==> src/rtl/fir_sekwenser_if.sv <==
// rtl/fir_sekwenser_if.sv - control/status, memory address and MAC strobe bundle of the FIR sequencer
interface fir_sekwenser_if #(
  parameter int W_PROBEK = 14,
  parameter int W_WSP    = 6
);
  logic                Start;
  logic [W_WSP-1:0]    Ile_wsp;
  logic [W_PROBEK-1:0] Ile_probek;
  logic                Pracuje;
  logic                DONE;
  logic [W_PROBEK-1:0] adr_probki;
  logic [W_WSP-1:0]    adr_wsp;
  logic                zero_probka;
  logic                mac_en;
  logic                mac_first;
  logic                wr_wyn;
  logic [W_PROBEK-1:0] adr_wyn;

  modport master (
    input  Start, Ile_wsp, Ile_probek,
    output Pracuje, DONE, adr_probki, adr_wsp, zero_probka,
           mac_en, mac_first, wr_wyn, adr_wyn
  );

  modport slave (
    output Start, Ile_wsp, Ile_probek,
    input  Pracuje, DONE, adr_probki, adr_wsp, zero_probka,
           mac_en, mac_first, wr_wyn, adr_wyn
  );
endinterface

==> src/rtl/fir_sekwenser.sv <==
// rtl/fir_sekwenser.sv - FIR control sequencer: walks taps per output sample, aligns MAC strobes, writes results
module fir_sekwenser #(
  parameter int LAT      = 2,
  parameter int W_PROBEK = 14,
  parameter int W_WSP    = 6
) (
  input  logic           clk_b,
  input  logic           rst_n,
  fir_sekwenser_if.master bus
);

  typedef enum logic [2:0] {IDLE, ISSUE, DRAIN, WRITE, FINISH} state_t;

  state_t              state_q;
  logic                start_q;
  logic [W_WSP-1:0]    n_wsp_q;
  logic [W_PROBEK-1:0] p_q;
  logic [W_PROBEK-1:0] n_q;
  logic [W_WSP-1:0]    k_q;
  logic [2:0]          drain_q;
  logic [LAT-1:0]      vld_dly_q;
  logic [LAT-1:0]      first_dly_q;
  logic                pracuje_q;
  logic                done_q;
  logic                zero_q;
  logic                wr_q;
  logic [W_PROBEK-1:0] adr_probki_q;
  logic [W_WSP-1:0]    adr_wsp_q;
  logic [W_PROBEK-1:0] adr_wyn_q;

  logic                start_evt;
  logic                issue_now;
  logic                first_now;
  logic                last_tap;
  logic                last_smp;
  logic [W_PROBEK-1:0] tap_n_d;
  logic [W_WSP-1:0]    tap_k_d;
  logic [W_PROBEK:0]   diff_d;

  assign start_evt = bus.Start & ~start_q;
  assign issue_now = (state_q == ISSUE);
  assign first_now = issue_now && (k_q == '0);
  assign last_tap  = (k_q == n_wsp_q - W_WSP'(1));
  assign last_smp  = (n_q == p_q - W_PROBEK'(1));

  // Address of the tap that will be presented in the next ISSUE cycle
  always_comb begin
    tap_n_d = n_q;
    tap_k_d = k_q + W_WSP'(1);
    if (state_q == WRITE) begin
      tap_n_d = n_q + W_PROBEK'(1);
      tap_k_d = '0;
    end else if (state_q == IDLE) begin
      tap_n_d = '0;
      tap_k_d = '0;
    end
    diff_d = {1'b0, tap_n_d} - {{(W_PROBEK + 1 - W_WSP){1'b0}}, tap_k_d};
  end

  always_ff @(posedge clk_b or negedge rst_n) begin
    if (!rst_n) begin
      state_q      <= IDLE;
      start_q      <= 1'b0;
      n_wsp_q      <= '0;
      p_q          <= '0;
      n_q          <= '0;
      k_q          <= '0;
      drain_q      <= '0;
      vld_dly_q    <= '0;
      first_dly_q  <= '0;
      pracuje_q    <= 1'b0;
      done_q       <= 1'b0;
      zero_q       <= 1'b0;
      wr_q         <= 1'b0;
      adr_probki_q <= '0;
      adr_wsp_q    <= '0;
      adr_wyn_q    <= '0;
    end else begin
      start_q     <= bus.Start;
      vld_dly_q   <= (vld_dly_q << 1) | LAT'(issue_now);
      first_dly_q <= (first_dly_q << 1) | LAT'(first_now);
      wr_q        <= 1'b0;
      case (state_q)
        IDLE: begin
          if (start_evt) begin
            n_wsp_q   <= bus.Ile_wsp;
            p_q       <= bus.Ile_probek;
            n_q       <= '0;
            k_q       <= '0;
            done_q    <= 1'b0;
            pracuje_q <= 1'b1;
            if (bus.Ile_wsp != '0 && bus.Ile_probek != '0) begin
              state_q      <= ISSUE;
              adr_wsp_q    <= tap_k_d;
              zero_q       <= diff_d[W_PROBEK];
              adr_probki_q <= diff_d[W_PROBEK] ? '0 : diff_d[W_PROBEK-1:0];
            end else begin
              state_q <= FINISH;
            end
          end
        end
        ISSUE: begin
          if (last_tap) begin
            state_q <= DRAIN;
            drain_q <= '0;
          end else begin
            k_q          <= tap_k_d;
            adr_wsp_q    <= tap_k_d;
            zero_q       <= diff_d[W_PROBEK];
            adr_probki_q <= diff_d[W_PROBEK] ? '0 : diff_d[W_PROBEK-1:0];
          end
        end
        DRAIN: begin
          // Last tap reaches the MAC in the final DRAIN cycle, so the write sees a finished sum
          if (drain_q == 3'(LAT - 1)) begin
            state_q   <= WRITE;
            wr_q      <= 1'b1;
            adr_wyn_q <= n_q;
          end else begin
            drain_q <= drain_q + 3'd1;
          end
        end
        WRITE: begin
          if (last_smp) begin
            state_q <= FINISH;
          end else begin
            state_q      <= ISSUE;
            n_q          <= tap_n_d;
            k_q          <= '0;
            adr_wsp_q    <= tap_k_d;
            zero_q       <= diff_d[W_PROBEK];
            adr_probki_q <= diff_d[W_PROBEK] ? '0 : diff_d[W_PROBEK-1:0];
          end
        end
        FINISH: begin
          state_q   <= IDLE;
          pracuje_q <= 1'b0;
          done_q    <= 1'b1;
        end
        default: state_q <= IDLE;
      endcase
    end
  end

  assign bus.Pracuje     = pracuje_q;
  assign bus.DONE        = done_q;
  assign bus.adr_probki  = adr_probki_q;
  assign bus.adr_wsp     = adr_wsp_q;
  assign bus.zero_probka = zero_q;
  assign bus.mac_en      = vld_dly_q[LAT-1];
  assign bus.mac_first   = first_dly_q[LAT-1];
  assign bus.wr_wyn      = wr_q;
  assign bus.adr_wyn     = adr_wyn_q;

endmodule

==> src/flat_wrapper.sv <==
// flat-port wrapper written by rule: the top's interface ports become plain ports
module fir_sekwenser_flat 
#(
  parameter int LAT      = 2,
  parameter int W_PROBEK = 14,
  parameter int W_WSP    = 6
)
  (clk_b, rst_n, bus_Start, bus_Ile_wsp, bus_Ile_probek, bus_Pracuje, bus_DONE, bus_adr_probki, bus_adr_wsp, bus_zero_probka, bus_mac_en, bus_mac_first, bus_wr_wyn, bus_adr_wyn);
  fir_sekwenser_if #(.W_PROBEK(W_PROBEK), .W_WSP(W_WSP)) bus_i ();
  input  logic clk_b;
  input  logic rst_n;
  input wire logic [$bits(bus_i.Start)-1:0] bus_Start;
  input wire logic [$bits(bus_i.Ile_wsp)-1:0] bus_Ile_wsp;
  input wire logic [$bits(bus_i.Ile_probek)-1:0] bus_Ile_probek;
  output wire logic [$bits(bus_i.Pracuje)-1:0] bus_Pracuje;
  output wire logic [$bits(bus_i.DONE)-1:0] bus_DONE;
  output wire logic [$bits(bus_i.adr_probki)-1:0] bus_adr_probki;
  output wire logic [$bits(bus_i.adr_wsp)-1:0] bus_adr_wsp;
  output wire logic [$bits(bus_i.zero_probka)-1:0] bus_zero_probka;
  output wire logic [$bits(bus_i.mac_en)-1:0] bus_mac_en;
  output wire logic [$bits(bus_i.mac_first)-1:0] bus_mac_first;
  output wire logic [$bits(bus_i.wr_wyn)-1:0] bus_wr_wyn;
  output wire logic [$bits(bus_i.adr_wyn)-1:0] bus_adr_wyn;
  assign bus_i.Start = bus_Start;
  assign bus_i.Ile_wsp = bus_Ile_wsp;
  assign bus_i.Ile_probek = bus_Ile_probek;
  assign bus_Pracuje = bus_i.Pracuje;
  assign bus_DONE = bus_i.DONE;
  assign bus_adr_probki = bus_i.adr_probki;
  assign bus_adr_wsp = bus_i.adr_wsp;
  assign bus_zero_probka = bus_i.zero_probka;
  assign bus_mac_en = bus_i.mac_en;
  assign bus_mac_first = bus_i.mac_first;
  assign bus_wr_wyn = bus_i.wr_wyn;
  assign bus_adr_wyn = bus_i.adr_wyn;
  fir_sekwenser #(.LAT(LAT), .W_PROBEK(W_PROBEK), .W_WSP(W_WSP)) u_core (.clk_b(clk_b), .rst_n(rst_n), .bus(bus_i));
endmodule
==> config.mk <==
export PLATFORM = sky130hd
export DESIGN_NAME = fir_sekwenser_flat
export DESIGN_NICKNAME = d
export VERILOG_FILES = /design/src/rtl/fir_sekwenser_if.sv /design/src/rtl/fir_sekwenser.sv /design/src/flat_wrapper.sv
export SDC_FILE = /design/constraint.sdc
export NUM_CORES = 1
export LEC_CHECK = 0
export BUFFER_PORTS_ARGS = -buffer_cell sky130_fd_sc_hd__buf_2
export CORE_MARGIN = 8
export CORE_UTILIZATION = 45
export DETAILED_ROUTE_END_ITERATION = 7
export HOLD_SLACK_MARGIN = 0.06
export PLACE_DENSITY = 0.7
export SLEW_MARGIN = 10
export SYNTH_ARGS = -nofsm -noshare
export SYNTH_HDL_FRONTEND = slang
export SYNTH_SLANG_ARGS = --single-unit
==> constraint.sdc <==
create_clock -name clk_b -period 3.9 [get_ports clk_b]
set_input_delay 0.195 -clock clk_b [delete_from_list [all_inputs] [get_ports clk_b]]
set_output_delay 0.195 -clock clk_b [all_outputs]
set_load 0.02 [all_outputs]
==> run summary <==
CTS placed an instance of clkbuf_16 at the clock tree root. The number of diodes is 0, and the data required time at the worst endpoint is 4.14 ns. Final clock period utilization by the worst path: 91.6%.

Subtracting the final worst setup slack from the clock period gives 3.57 ns. No sink is reached through more buffers than the 2 on the longest clock path. The routed layout has 4469 vias.

Routability-driven placement finished with a final weighted congestion of 0.901. The total global routing track utilization is 18.3%. The depth of the CTS H-tree was 3; the worst max-slew margin expressed relative to the limit was 30.7%.

The cell taking the most area after synthesis was dfrtp_1. Gate family responsible for the most delay along the worst path: simple AND/OR/NAND/NOR gates. The relative area change from synthesis to final layout is 13.3%, and the largest incremental delay on the critical path is 0.49 ns. The post-synthesis sequential element count was 89; the global-route congestion overflow total was 0. In this run the core area contains 40 standard-cell rows. The die width works out to 125 µm. Worst flop-to-flop path endpoint: u_core.bus.adr_probki[3]. The final-report hold violation count was 0. The global routing's busiest layer is met2. The number of port buffers is 62. The filler cells instantiated in the layout total 1086. After detailed routing, the number of remaining DRC violations is 0. Cell repeated most along the worst path: buf_4.

The run gives 60 as the pin count of the biggest net entering global routing. The fraction of post-synthesis cell area in the top cell type by area works out to 41.3%. The tools report the met1 layer usage reported by global route as 23.6%.

The die is 125 µm tall. The number of antenna violations at the first check in global routing is 0. The cell area after technology mapping is 5390 µm². Once placement finished, the instance area stood at 5780 µm². The worst setup path is of the reg -> reg kind.

The kind of end point of the critical path was a flop. The via count of the first global-routing pass is 4436. Among all flip-flop cells after synthesis, the most frequent one is dfrtp_1. The initial utilization of the core area, before any placement, comes to 45.4%. Sequential cells were found to cover 41.3% of the synthesized design area. Number of nets still failing antenna checks after routing: 0. Yosys mapped a number of flops with a built-in enable equal to 0.

The max-cap violation count was 0; the share of layout cells above drive strength 1 was 24.3%. The first-pass iteration count of the detailed router is 7. In this run the most critical hold path is launched from bus_Ile_probek[0]. The critical path startpoint category was a flop. For the pre-CTS setup slack, the log shows 0.145 ns. TritonCTS built the clock tree. The tools report the total number of nets in the final design as 636. The run gives 0 as the final number of max-transition violations. The run gives 0.00290 µW as the standby leakage power. Ranked by total cell area, the synthesized netlist is headed by dfrtp_1 (41%), nand2_1 (4.7%), mux2_2 (4.4%). VDD sags by at most 0.699 mV.

After clock tree synthesis, the clock-pin slew on the worst setup and hold paths is 0.06 ns. The first global-routing pass estimated 23300 µm of wire. For flop-to-flop paths, the worst setup slack is 0.33 ns. In the routed layout, each cell is associated on average with a via count of 5.95. At the later pin of the worst-skew pair, clock insertion delay measures 0.35 ns. The highest net fanout along the worst path came out at 14. The startpoint identified for the worst register-to-register timing path is u_core.state_q[1]. Final standard cell area without fillers: 6100 µm². After detailed routing, the average wire length per cell comes to 18.4 µm.

The number of buffers inserted by post-CTS setup repair was 0; the routed wire length was 13800 µm. The post-synthesis area per instance is 9.78 µm². For this design the top-level I/O count stands at 63. The cell type of the slowest stage on the worst timing path was or3_1. The critical path goes through buf_4 > or3_1 > nand3_1 > o21ai_0 > ha_1 > a211oi_2 > o21bai_1 > a21oi_1 > nand2_1 > nor4_4 > buf_4 > a211oi_1 > mux2_4.

The run gives 9 as the CTS buffer count. The count of cells along the worst register-to-register path works out to 13. The core region area came out at 11900 µm².

The tools report the met3 usage as 5.40%. The synthesized net count is 588. For hold timing, the worst endpoint is u_core.p_q[0]. The logs give 551 for the number of instances in the synthesized netlist and 0 for the setup-violating endpoint count in the final report. The detailed router finished its first iteration with 377 violations. The die covers 15700 µm².

The worst hold path passes through 2 cells. Derived from the worst setup path, the maximum achievable clock frequency is 280 MHz. Yosys printed 0 warnings.

The min-delay analysis places its worst path in the category in -> reg. Detailed placement finished with a half-perimeter wire length of 10100 µm. The total power per unit cell area was 884 nW/µm². Overall power consumption after layout is estimated at 5400 µW.

Final worst slack: 0.328 ns. The worst setup skew after layout came out at 0.00824 ns. The flow ran to the end, and the final reports show no timing, DRC or antenna violations.

Share of async-settable or async-resettable flops after synthesis: 100%. Buffer and inverter count on the worst path: 2. Global routing used 28.5% of the available met2 tracks. Data arrives at the worst endpoint at 3.81 ns. The number of sinks handled by clock tree synthesis was 89; the slew at the pin closest to its max-slew limit was 1.04 ns.

Number of different library cells in the post-synthesis netlist: 71.
synth_stat cells (8+ instances only):
library cell and instances:
dfrtp_1 89, o21ai_0 18, clkbuf_1 19, nor3_1 17
ha_1 13, o31ai_1 11, xor2_1 13, mux2_4 12
nand2_1 68, a21oi_1 16, inv_1 21, nor4_1 10
xnor2_1 19, mux2_2 21, buf_2 11, nor2b_1 9
a31oi_1 8, nor2_1 31
per-stage QoR:
stage	hold WS (ns)	setup TNS (ns)	std cells	utilization, %
after floorplan	-0.101	0	551	-
after global placement	0.310	0	733	48.8
after detailed placement	0.316	0	733	48.8
after CTS	0.0783	0	751	51.3
after global routing	0.0824	-0.178	751	51.5
final	0.0908	0	751	51.5
worst max path at each step:
stage | slack (ns) | endpoint | startpoint | cells after the start
detailed placement | 0.14 | u_core.bus.adr_probki[4] | u_core.state_q[0] | 14
finish | 0.33 | u_core.bus.adr_probki[3] | u_core.state_q[1] | 13
global placement | 0.29 | u_core.bus.adr_probki[4] | u_core.state_q[0] | 14
global route | -0.04 | u_core.bus.adr_probki[3] | u_core.state_q[0] | 14
CTS | 0.11 | u_core.bus.adr_probki[4] | u_core.state_q[0] | 14
floorplan | 0.27 | u_core.bus.adr_probki[4] | u_core.state_q[0] | 16
worst register-to-register path, stage by stage, from the launching register on:
cell and delay (ns):
dfrtp_1 0.42, buf_4 0.19, or3_1 0.49, nand3_1 0.13, o21ai_0 0.16, ha_1 0.40, a211oi_2 0.29, o21bai_1 0.10
a21oi_1 0.21, nand2_1 0.18, nor4_4 0.35, buf_4 0.19, a211oi_1 0.06, mux2_4 0.28
sequential cells by signal, indices dropped and copies added (netlist names), 6 cells and up:
name / cells
u_core.bus.adr_probki: 14
u_core.n_q: 14
u_core.n_wsp_q: 6
u_core.p_q: 14
u_core.k_q: 6
u_core.bus.adr_wsp: 6
u_core.bus.adr_wyn: 14
cells by family after synthesis:
logic type	count (synthesis)	synth area share, %
and+or+nand+nor	204	21.2
AOI/OAI and AO/OA	111	14.7
DFF	89	41.3
buffers and inverters	60	4.99
muxes	41	9.24
xor gates and xnor gates	32	5.20
adders and majority gates	14	3.39
report_power, final:
part / total, µW / internal (µW) / switching [µW]
logic: 3030 / 1410 / 1620
clock network: 822 / 463 / 359
registers: 1550 / 1220 / 332
total: 5400 / 3090 / 2310
routing by layer:
metal,wire length [µm],vias up
met1,6350,2199
li1,-,2101
met3,851,21
met2,6340,148
met5,0,-
met4,251,0
what timing repair did:
item                                    in CTS  in global routing
endpoints found under the setup margin       0                 14
resized for setup                            0                  4
hold buffers                                 2                  0
hold endpoints to repair                    59                  0
layout make-up:
class,instances,area (µm²),area share (%)
Multi-Input combinational cell,402,2910,47.7
Sequential cell,89,2230,36.5
Timing Repair Buffer,76,423,6.93
Clock buffer,11,253,4.14
Tap cell,147,184,3.01
Inverter,21,78.8,1.29
Clock inverter,5,30.0,0.492
cell usage in the layout, fill, tap and decap left out, types with 8 or more instances in the layout:
master	synthesis	final
a21oi_1	16	16
a31oi_1	8	8
buf_2	11	61
buf_4	2	13
clkbuf_16	0	9
dfrtp_1	89	89
ha_1	13	13
inv_1	21	21
mux2_2	21	21
mux2_4	12	12
nand2_1	68	68
nor2_1	31	31
nor2b_1	9	8
nor3_1	17	17
nor4_1	10	10
o21ai_0	18	18
o31ai_1	11	11
xnor2_1	19	18
xor2_1	13	13
Note: power is estimated with default switching activity, not from simulation.
